[config.mk]
export PLATFORM = sky130hd
export DESIGN_NAME = noc_perf_analyser
export DESIGN_NICKNAME = d
export VERILOG_FILES = /design/src/rtl/noc_perf_pkg.sv /design/src/rtl/noc_lat_reduce.sv /design/src/rtl/noc_perf_analyser.sv
export SDC_FILE = /design/constraint.sdc
export NUM_CORES = 2
export LEC_CHECK = 0
export CORE_MARGIN = 2
export CORE_UTILIZATION = 55
export CTS_CLUSTER_DIAMETER = 100
export CTS_CLUSTER_SIZE = 10
export DETAILED_ROUTE_END_ITERATION = 10
export PLACE_DENSITY_LB_ADDON = 0.15
export RECOVER_POWER = 100
export SLEW_MARGIN = 20
export SYNTH_ARGS = -nofsm -noshare
export SYNTH_HDL_FRONTEND = slang
export SYNTH_SLANG_ARGS = --single-unit
export TNS_END_PERCENT = 30
[constraint.sdc]
create_clock -name clk -period 41.3 [get_ports clk]
set_clock_uncertainty 0.2 [all_clocks]
set_input_delay 12.39 -clock clk [delete_from_list [all_inputs] [get_ports clk]]
set_output_delay 12.39 -clock clk [all_outputs]
set_load 0.02 [all_outputs]
[src/rtl/noc_perf_pkg.sv]
// noc_perf_pkg: shared widths, reset constant and arithmetic helpers for the NoC performance analyser.
package noc_perf_pkg;
    localparam int TW_DEF = 32;
    localparam int CW_DEF = 32;
    localparam int TW_H = 8;
    localparam logic [63:0] LAT_MIN_INIT = '1;

    // Add clamped to w-bit all-ones; operands must already fit in w bits.
    function automatic logic [63:0] sat_add(input logic [63:0] a, input logic [63:0] b, input int w);
        logic [64:0] s;
        logic [64:0] lim;
        s = {1'b0, a} + {1'b0, b};
        lim = (65'd1 << w) - 65'd1;
        return (s > lim) ? lim[63:0] : s[63:0];
    endfunction

    function automatic logic sat_ovf(input logic [63:0] a, input logic [63:0] b, input int w);
        logic [64:0] s;
        s = {1'b0, a} + {1'b0, b};
        return s > ((65'd1 << w) - 65'd1);
    endfunction

    function automatic logic [6:0] popcount(input logic [63:0] v);
        logic [6:0] c;
        c = '0;
        for (int i = 0; i < 64; i++) c = c + 7'(v[i]);
        return c;
    endfunction
endpackage

[src/rtl/noc_lat_reduce.sv]
// noc_lat_reduce: per-node wrap-safe latencies reduced to sum/min/max for one cycle (combinational).
// With PERF_HIST_EN defined it also counts this cycle's ejections per 8-bin latency histogram bin.
module noc_lat_reduce
    import noc_perf_pkg::*;
#(
    parameter int NN = 12,
    parameter int TW = 32,
    parameter int SW = TW + 4,
    parameter int HW = 4
) (
    input  logic [TW-1:0]    i_now,
    input  logic [NN-1:0]    i_vld,
    input  logic [NN*TW-1:0] i_stamp,
    output logic [SW-1:0]    o_sum,
    output logic [TW-1:0]    o_min,
    output logic [TW-1:0]    o_max
`ifdef PERF_HIST_EN
    ,
    output logic [8*HW-1:0]  o_hcnt
`endif
);
    logic [TW-1:0] w_lat [NN];

    for (genvar k = 0; k < NN; k++) begin : g_lat
        assign w_lat[k] = i_now - i_stamp[k*TW +: TW];
    end

    always_comb begin
        o_sum = '0;
        o_min = '1;
        o_max = '0;
        for (int i = 0; i < NN; i++) begin
            if (i_vld[i]) begin
                o_sum = o_sum + SW'(w_lat[i]);
                o_min = (w_lat[i] < o_min) ? w_lat[i] : o_min;
                o_max = (w_lat[i] > o_max) ? w_lat[i] : o_max;
            end
        end
    end

`ifdef PERF_HIST_EN
    logic [2:0] w_bin;
    always_comb begin
        o_hcnt = '0;
        w_bin = '0;
        for (int i = 0; i < NN; i++) begin
            // Latencies beyond the 8-bit histogram range fold into the top bin.
            w_bin = (w_lat[i] > TW'((1 << TW_H) - 1)) ? 3'd7 : w_lat[i][TW_H-1 -: 3];
            if (i_vld[i]) o_hcnt[w_bin*HW +: HW] = o_hcnt[w_bin*HW +: HW] + HW'(1);
        end
    end
`endif
endmodule

[src/rtl/noc_perf_analyser.sv]
// noc_perf_analyser: network-wide packet count, latency and in-flight statistics for the mesh NoC.
// Optional PERF_HIST_EN adds an 8-bin saturating latency histogram on output hist.
module noc_perf_analyser
    import noc_perf_pkg::*;
#(
    parameter int DIMX = 4,
    parameter int DIMY = 3,
    parameter int TW = TW_DEF,
    parameter int CW = CW_DEF,
    localparam int NN = DIMX * DIMY
) (
    input  logic             clk,
    input  logic             rst,
    input  logic             clr,
    input  logic             meas_en,
    input  logic [NN-1:0]    inj_vld,
    input  logic [NN-1:0]    ej_vld,
    input  logic [NN*TW-1:0] ej_stamp,
    output logic [TW-1:0]    now,
    output logic [CW-1:0]    inj_cnt,
    output logic [CW-1:0]    ej_cnt,
    output logic [CW-1:0]    in_flight,
    output logic [CW-1:0]    lat_sum,
    output logic [TW-1:0]    lat_min,
    output logic [TW-1:0]    lat_max,
    output logic             sat
`ifdef PERF_HIST_EN
    ,
    output logic [8*CW-1:0]  hist
`endif
);
    localparam int HW = $clog2(NN + 1);
    localparam int SW = TW + HW;

    logic [SW-1:0] w_sum;
    logic [TW-1:0] w_min, w_max;
    logic [CW-1:0] w_inj_n, w_ej_n, w_sum_n;
    logic          w_ovf;
    logic [7:0]    w_hovf;

`ifdef PERF_HIST_EN
    logic [8*HW-1:0] w_hcnt;
`endif

    noc_lat_reduce #(.NN(NN), .TW(TW), .SW(SW), .HW(HW)) u_reduce (
        .i_now   (now),
        .i_vld   (ej_vld),
        .i_stamp (ej_stamp),
        .o_sum   (w_sum),
        .o_min   (w_min),
        .o_max   (w_max)
`ifdef PERF_HIST_EN
        ,
        .o_hcnt  (w_hcnt)
`endif
    );

    always_comb begin
        w_inj_n = CW'(sat_add(64'(inj_cnt), 64'(popcount(64'(inj_vld))), CW));
        w_ej_n  = CW'(sat_add(64'(ej_cnt), 64'(popcount(64'(ej_vld))), CW));
        w_sum_n = CW'(sat_add(64'(lat_sum), 64'(w_sum), CW));
        w_ovf   = sat_ovf(64'(inj_cnt), 64'(popcount(64'(inj_vld))), CW)
                | sat_ovf(64'(ej_cnt), 64'(popcount(64'(ej_vld))), CW)
                | sat_ovf(64'(lat_sum), 64'(w_sum), CW)
                | (|w_hovf);
    end

    always_ff @(posedge clk or posedge rst) begin
        if (rst) begin
            now       <= '0;
            inj_cnt   <= '0;
            ej_cnt    <= '0;
            in_flight <= '0;
            lat_sum   <= '0;
            lat_min   <= TW'(LAT_MIN_INIT);
            lat_max   <= '0;
            sat       <= 1'b0;
        end else begin
            now <= now + TW'(1);
            if (clr) begin
                inj_cnt   <= '0;
                ej_cnt    <= '0;
                in_flight <= '0;
                lat_sum   <= '0;
                lat_min   <= TW'(LAT_MIN_INIT);
                lat_max   <= '0;
                sat       <= 1'b0;
            end else if (meas_en) begin
                inj_cnt   <= w_inj_n;
                ej_cnt    <= w_ej_n;
                // Derived from the clamped counts so a protocol error never reads negative.
                in_flight <= (w_inj_n > w_ej_n) ? w_inj_n - w_ej_n : '0;
                lat_sum   <= w_sum_n;
                lat_min   <= (w_min < lat_min) ? w_min : lat_min;
                lat_max   <= (w_max > lat_max) ? w_max : lat_max;
                sat       <= sat | w_ovf;
            end
        end
    end

`ifdef PERF_HIST_EN
    for (genvar b = 0; b < 8; b++) begin : g_hist
        logic [CW-1:0] r_bin;
        assign w_hovf[b] = sat_ovf(64'(r_bin), 64'(w_hcnt[b*HW +: HW]), CW);
        assign hist[b*CW +: CW] = r_bin;
        always_ff @(posedge clk or posedge rst) begin
            if (rst) r_bin <= '0;
            else if (clr) r_bin <= '0;
            else if (meas_en) r_bin <= CW'(sat_add(64'(r_bin), 64'(w_hcnt[b*HW +: HW]), CW));
        end
    end
`else
    assign w_hovf = '0;
`endif
endmodule

* Yosys cells after proc, flatten, opt, wreduce, memory -nomap -nowiden
Cells that the tools add are included.
** Operators by class
- Order comparisons :: 30
- Add/sub/neg operators :: 50
- Mux-type cells :: 80
- Reductions and logical operators :: 5
- Bitwise logic cells :: 3
** Operators by type and width (number)
- $mux 32 :: 67
- $gt 32x32->1 :: 13
- $sub 32x32->32 :: 13
- $mux 36 :: 11
- $lt 32x32->1 :: 12
- $add 36x32->36 :: 10
- $add 7x1->7 :: 10
- $add 32x7->33 :: 2
- $gt 33x32->1 const B :: 2
- $add 32x36->37 :: 1
- $gt 37x32->1 const B :: 1
- $add 32x32->33 :: 1
- $add 32x1->32 const B :: 1
- $gt 32x1->1 const B :: 1
- $lt 32x32->1 const B :: 1
- $add 6x1->7 :: 2
- $add 5x1->6 :: 2
- $add 4x1->5 :: 2
- $add 3x1->4 :: 2
- $add 2x1->3 :: 2
- $reduce_bool 2->1 :: 3
- $add 1x1->2 :: 2
- $reduce_and 2->1 :: 2
- $or 1x1->1 :: 3
- $mux 1 :: 2
** Word-level totals
- Input bits :: 412
- Register bits after elaboration :: 225
- Logic and storage cells :: 176
- Output and inout bits :: 225

* Logic depth before layout (Yosys ltp)
- Depth after elaboration :: 41
- Mapped depth :: 251
- Mapped depth without buffers :: 226

* Hierarchy
A second synthesis with hierarchy kept.
** Second synthesis, totals
- Cells, all modules :: 10736
- Area, all modules :: 77469.3 µm²
** Modules (own cells, without submodules)
- noc_lat_reduce :: cells an instance 8885, seq. area each 0.0 µm², times used 1, area each 61046.0 µm²
- noc_perf_analyser :: cells an instance 1851, seq. area each 5670.4 µm², times used 1, area each 16423.3 µm²

* Worst setup path before layout
No wires, ideal clock.
- Path kind :: input to register
- From :: input port ej_stamp[0]
- To :: register lat_min[10]
- Data arrival time :: 51.324 ns
- Setup time :: 0.077 ns
- Required time :: 41.023 ns
- Path buffers :: 27
- Stages :: 241
- Slack :: -10.301 ns
- Cell sequence :: ha_1 > fa_1 > nor2b_1 > o21ai_0 > a21boi_0 > o21ai_0 > a21boi_0 > o21ai_0 > a21boi_0 > o21ai_0 > a21boi_0 > o21ai_0 > a21boi_0 > o2111ai_1 > and3_1 > o21ai_0 > o41ai_1 > o21ai_0 > [205 not listed] > nand3_1 > clkbuf_1 > clkbuf_1 > a21oi_1 > ha_1 > nor2b_1 > o21ai_0 > nand2b_1 > a21oi_1 > nor2b_1 > o21ai_0 > nand2b_1 > a21oi_1 > o21ai_0 > a31oi_1 > clkinv_1 > clkbuf_1 > a31oi_1
** Between the ends
- Longest elaborated chain between the ends :: 40
- Elaborated cells between the ends (all ways) :: 43
- Those cells by class :: 1 x add/sub; 13 x order compare; 27 x mux; 2 x reduce/logical
** Ends and longest elaborated chain
- start, declared :: RTL line noc_perf_analyser.sv:18 : input logic [NN*TW-1:0] ej_stamp,
- $sub 32x32->32 (*) :: RTL line noc_lat_reduce.sv:25 : assign w_lat[k] = i_now - i_stamp[k*TW +: TW];
- $lt 32x32->1 :: RTL line noc_lat_reduce.sv:35 : o_min = (w_lat[i] < o_min) ? w_lat[i] : o_min;
- $mux 32 (*) :: RTL line noc_lat_reduce.sv:35
- $mux 32 (*) :: RTL line noc_lat_reduce.sv:33 : if (i_vld[i]) begin
- $lt 32x32->1 :: RTL line noc_lat_reduce.sv:35
- $mux 32 :: RTL line noc_lat_reduce.sv:35
- $mux 32 (*) :: RTL line noc_lat_reduce.sv:33
- $lt 32x32->1 :: RTL line noc_lat_reduce.sv:35
- [24 not listed]
- $mux 32 :: RTL line noc_lat_reduce.sv:35
- $mux 32 (*) :: RTL line noc_lat_reduce.sv:33
- $lt 32x32->1 :: RTL line noc_lat_reduce.sv:35
- $mux 32 :: RTL line noc_lat_reduce.sv:35
- $mux 32 (*) :: RTL line noc_lat_reduce.sv:33
- $lt 32x32->1 / $mux 32 (equally long branches) :: RTL line noc_perf_analyser.sv:94 : lat_min <= (w_min < lat_min) ? w_min : lat_min;
- $reduce_bool 2->1 (no line) / $mux 32 (equally long branches)
- $reduce_and 2->1 (no line) / $mux 32 (equally long branches)
- end signal, assigned :: RTL line noc_perf_analyser.sv:75 : lat_min <= TW'(LAT_MIN_INIT);
- end signal, assigned :: RTL line noc_perf_analyser.sv:85 : lat_min <= TW'(LAT_MIN_INIT);
- end signal, assigned :: RTL line noc_perf_analyser.sv:94
- end, declared :: RTL line noc_perf_analyser.sv:24 : output logic [TW-1:0] lat_min,
Mark *: on every way between the ends. The rest lies on a longest branch, timed or not. The select of a mux whose other input is x is not followed.
A chain may end at the register's enable or synchronous reset.

* Final worst setup path
- From :: input port ej_stamp[32]
- To :: register lat_max[23]
** Between the ends
- Longest elaborated chain between the ends :: 37
- Elaborated cells between the ends (all ways) :: 40
- Those cells by class :: 1 x add/sub; 12 x order compare; 25 x mux; 2 x reduce/logical
** Ends and longest elaborated chain
- $sub 32x32->32 (*) :: RTL line noc_lat_reduce.sv:25
- $gt 32x32->1 :: RTL line noc_lat_reduce.sv:36 : o_max = (w_lat[i] > o_max) ? w_lat[i] : o_max;
- $mux 32 (*) :: RTL line noc_lat_reduce.sv:36
- $mux 32 (*) :: RTL line noc_lat_reduce.sv:33
- $gt 32x32->1 :: RTL line noc_lat_reduce.sv:36
- $mux 32 :: RTL line noc_lat_reduce.sv:36
- $mux 32 (*) :: RTL line noc_lat_reduce.sv:33
- $gt 32x32->1 :: RTL line noc_lat_reduce.sv:36
- [21 not listed]
- $mux 32 :: RTL line noc_lat_reduce.sv:36
- $mux 32 (*) :: RTL line noc_lat_reduce.sv:33
- $gt 32x32->1 :: RTL line noc_lat_reduce.sv:36
- $mux 32 :: RTL line noc_lat_reduce.sv:36
- $mux 32 (*) :: RTL line noc_lat_reduce.sv:33
- $gt 32x32->1 / $mux 32 (equally long branches) :: RTL line noc_perf_analyser.sv:95 : lat_max <= (w_max > lat_max) ? w_max : lat_max;
- $reduce_bool 2->1 (no line) / $mux 32 (equally long branches)
- $reduce_and 2->1 (no line) / $mux 32 (equally long branches)
- end signal, assigned :: RTL line noc_perf_analyser.sv:95
- end, declared :: RTL line noc_perf_analyser.sv:25 : output logic [TW-1:0] lat_max,
Marked as above.

==> impl_metrics.yaml <==
synthesis:
  synthAdderAreaFrac_pct: 26.4
  synth_edf_count: 0
  synth-simple-area-share_pct: 19.0
  syn_avg_cell_area_um2: 7.19
  synth_compound_area_share_pct: 26.3
  synth_xor_area_share_pct: 8.03
  ys_seq_area_share_pct: 7.41
  syn-num-nets: 12600
  synth_top_cell_by_area: "ha_1"
  synthTopCellsByArea: "ha_1 25%, a21oi_1 6.4%, dfrtp_1 6.3%"
  synthCells: 10600
  synthMuxAreaShare_pct: 5.22
  syn_area_mm2: 0.0765
  synth_cell_type_count: 114
  synth_top_cell_area_share_pct: 25.3
  ys.warnings.count: 0
  ys.flop_type: "dfrtp_1"
  synth_top_family_by_area: "adder cells"
  async_flop_share_pct: 100
  ys_ff_latch: 225
global_route:
  antenna_found_initial: 16
  gr-total-overflow: 0
  first_global_vias: 93300
  grt_max_degree: 101
  gr-usage-all-layers_pct: 50.1
  grt_pass1_wl_um: 548000
setup_path:
  crit_buf_inv: 35
  path_depth: 210
  worstSetupStartpointType: "primary input"
  endpoint_kind: "flip-flop"
  cp_slowest_cell: "nor3_2"
  cp_common_cell: "a21oi_2"
  cp_max_fo: 21
  r2r-start: "now[0]"
  arrival_ps: 49010
  r2r_slack_ps: 3490
  cpLargestDelayFamily: "compound AO/OA/AOI/OAI gates"
  timing.critical_path.to: "lat_max[23]"
  critPathKind: "in2reg"
  cpPeakStageDelay_ps: 990
  r2r_cells: 209
  cp.required_ps: 41660
  reg2reg_to: "lat_max[23]"
  worstSetupStartpoint: "ej_stamp[32]"
place:
  dp_cells: 14700
  dp_hpwl_um: 295000
  place_ws_ps: -9320
  port-buffer-count: 636
  globalplace.congestion: 1.15
final_layout:
  fin_util_pct: 76.2
  multiInputGateArea_mm2: 0.0682
  regArea_mm2: 0.00567
  final_cells: 15000
  fillers: 10400
  layout_commonest_cell: "buf_4"
  nNetsFinal: 15200
  area_growth_pct: 37.2
  final_cell_mix: "2013 x buf_4, 1492 x ha_1, 1246 x inv_1"
  drive_above_1_share_pct: 22.9
timing:
  rsz0062_at_grt: "true"
  finalWorstSetupSlack_ps: -7350
  worstMarginPinSlew_ps: 5190
  min_period_ps: 48650
  slew_viol_final: 625
  finalHoldViolations: 0
  relSlewSlack_pct: -246
  finalSetupViolations: 64
  fmax_mhz: 20.6
  post-route-period-util_pct: 118
cts:
  clock_sinks: 225
  clk_pin_slew_ps: 60
  htreeDepth: 1
  cts_buffer_depth: 3
  cts_tree: "done"
  cts-buffers-inserted: 29
  root_buffer: "clkbuf_16"
  cts_hold_buf: 0
  clk_latency_ps: 720
drt:
  drtPass1Iterations: 9
  drcViolationCount: 0
  wire_per_inst_um: 24.8
  vias: 94600
  antenna_left: 0
  via_per_inst: 6.31
  drt-total-wl_um: 372000
  drt_iter0_drc: 9972
floorplan:
  die_y_um: 377
  start_util_pct: 55.5
  io_pins: 637
  coreArea_mm2: 0.138
  rows: 136
  die_area_mm2: 0.142
  chipWidth_um: 377
worst_hold_path:
  min_from: "in_flight[21]"
  min_path_type: "reg2reg"
power_and_ir_drop:
  sw_frac_of_total_pct: 53.7
  switchingPower_w: 0.00508
  leakage_nw: 54.0
  p_seq_share_pct: 3.5
  vdd_drop_max_uv: 268
  clock_power_share_pct: 2.7
  p_int_w: 0.00439
  design_power_total_w: 0.00947
  p_comb_share_pct: 93.9
  power.density_mw_per_mm2: 90.2
job:
  maxCapViolCount: 22
outcome:
  status: "finished with violations"
  violations: "max-capacitance violations, max-slew violations, negative setup slack"
metal layers:
| layer | part of all wire (%) | global-route usage (%) |
|---|---|---|
| met1 | 35 | 53.4 |
| met2 | 43 | 78.2 |
| met4 | 12 | 51.3 |
| met5 | 0.021 | 0.274 |
| met3 | 10 | 13.8 |
area by class of cell:
cell class                 count  area share, %
timing repair inverter         2         0.0238
timing repair buffer        2771           22.1
sequential                   225           5.40
multi-input combinational   8874           64.9
clock buffer                  35          0.713
tap                         1794           2.14
inverter                    1267           4.57
clock inverter                 7         0.0620
antenna                       13         0.0310
worst min path at each step:
stage / endpoint / slack, ps / cells after the start
5_1_grt: in_flight[11] / 290 / 2
6_report: in_flight[21] / 280 / 2
2_1_floorplan: lat_min[19] / 330 / 2
3_3_place_gp: in_flight[17] / 270 / 2
4_1_cts: in_flight[21] / 280 / 2
3_5_place_dp: in_flight[21] / 270 / 2
state kept, by name, indices dropped and copies added (netlist names):
register / flops
ej_cnt: 32
in_flight: 32
inj_cnt: 32
lat_max: 32
lat_min: 32
lat_sum: 32
now: 32
sat: 1
cells in the mapped netlist (41+ instances only):
cell type,count
xnor2_1,541
o211ai_1,42
or3_1,64
o31ai_1,58
a31oi_1,65
a21boi_0,105
a211oi_1,89
dfrtp_1,193
a21o_1,330
nor3_1,184
nor2b_1,171
nor2_1,1021
mux2_2,206
and3_1,122
a21oi_1,984
clkbuf_1,229
inv_1,1258
or2_2,62
mux2i_1,162
xor2_1,152
nand2b_1,183
o21bai_1,153
o21a_1,134
fa_1,41
o21ai_0,762
a311oi_1,67
nand4_1,173
nand2_1,711
and2_1,59
nand3_1,192
ha_1,1546
power by group through the flow:
stage / Clock [W] / Combinational (W) / Sequential [W]
final: 0.000252 / 0.00889 / 0.000327
after global routing: 0.000259 / 0.00957 / 0.000331
after CTS: 0.000251 / 0.00847 / 0.000326
after detailed placement: 0 / 0.00816 / 0.000328
after global placement: 0 / 0.00785 / 0.000328
after floorplan: 0 / 0.00543 / 0.000374
repair_timing:
action                                  4_1_cts  5_1_grt
cloned                                       18        3
pin swaps                                   171      258
resized for setup                           356      278
endpoints found under the setup margin       64       64
buffers inserted                            135       72
stage by stage:
step / cell area, um2 / hold slack [ps] / TNS [ps]
5_1_grt: 105000 / 292 / -531910
3_3_place_gp: 99300 / 267 / -537230
3_5_place_dp: 99300 / 270 / -574220
6_report: 105000 / 276 / -439910
4_1_cts: 103000 / 282 / -352130
2_1_floorplan: 77700 / 328 / -251120
worst reg2reg max path: cells and delay by family (launching register included):
family | cells | cell delay (ps)
multiplexers | 4 | 1040
flip-flops | 1 | 500
buffers and inverters | 35 | 5780
AND/OR/NAND/NOR | 63 | 9930
AO/OA/AOI/OAI | 93 | 16380
adder cells (fa/ha/maj) | 14 | 3780
logic make-up (layout without fill, tap and decap cells):
kind of cell    after synthesis  after routing
other cells                   0             13
mux                         372            372
simple gates               3057           3059
fa+ha+maj                  1589           1589
compound gates             3158           3158
xor+xnor                    696            696
flops                       225            225
buf+inv                    1543           4082
Power figures use the tool's default switching activity.
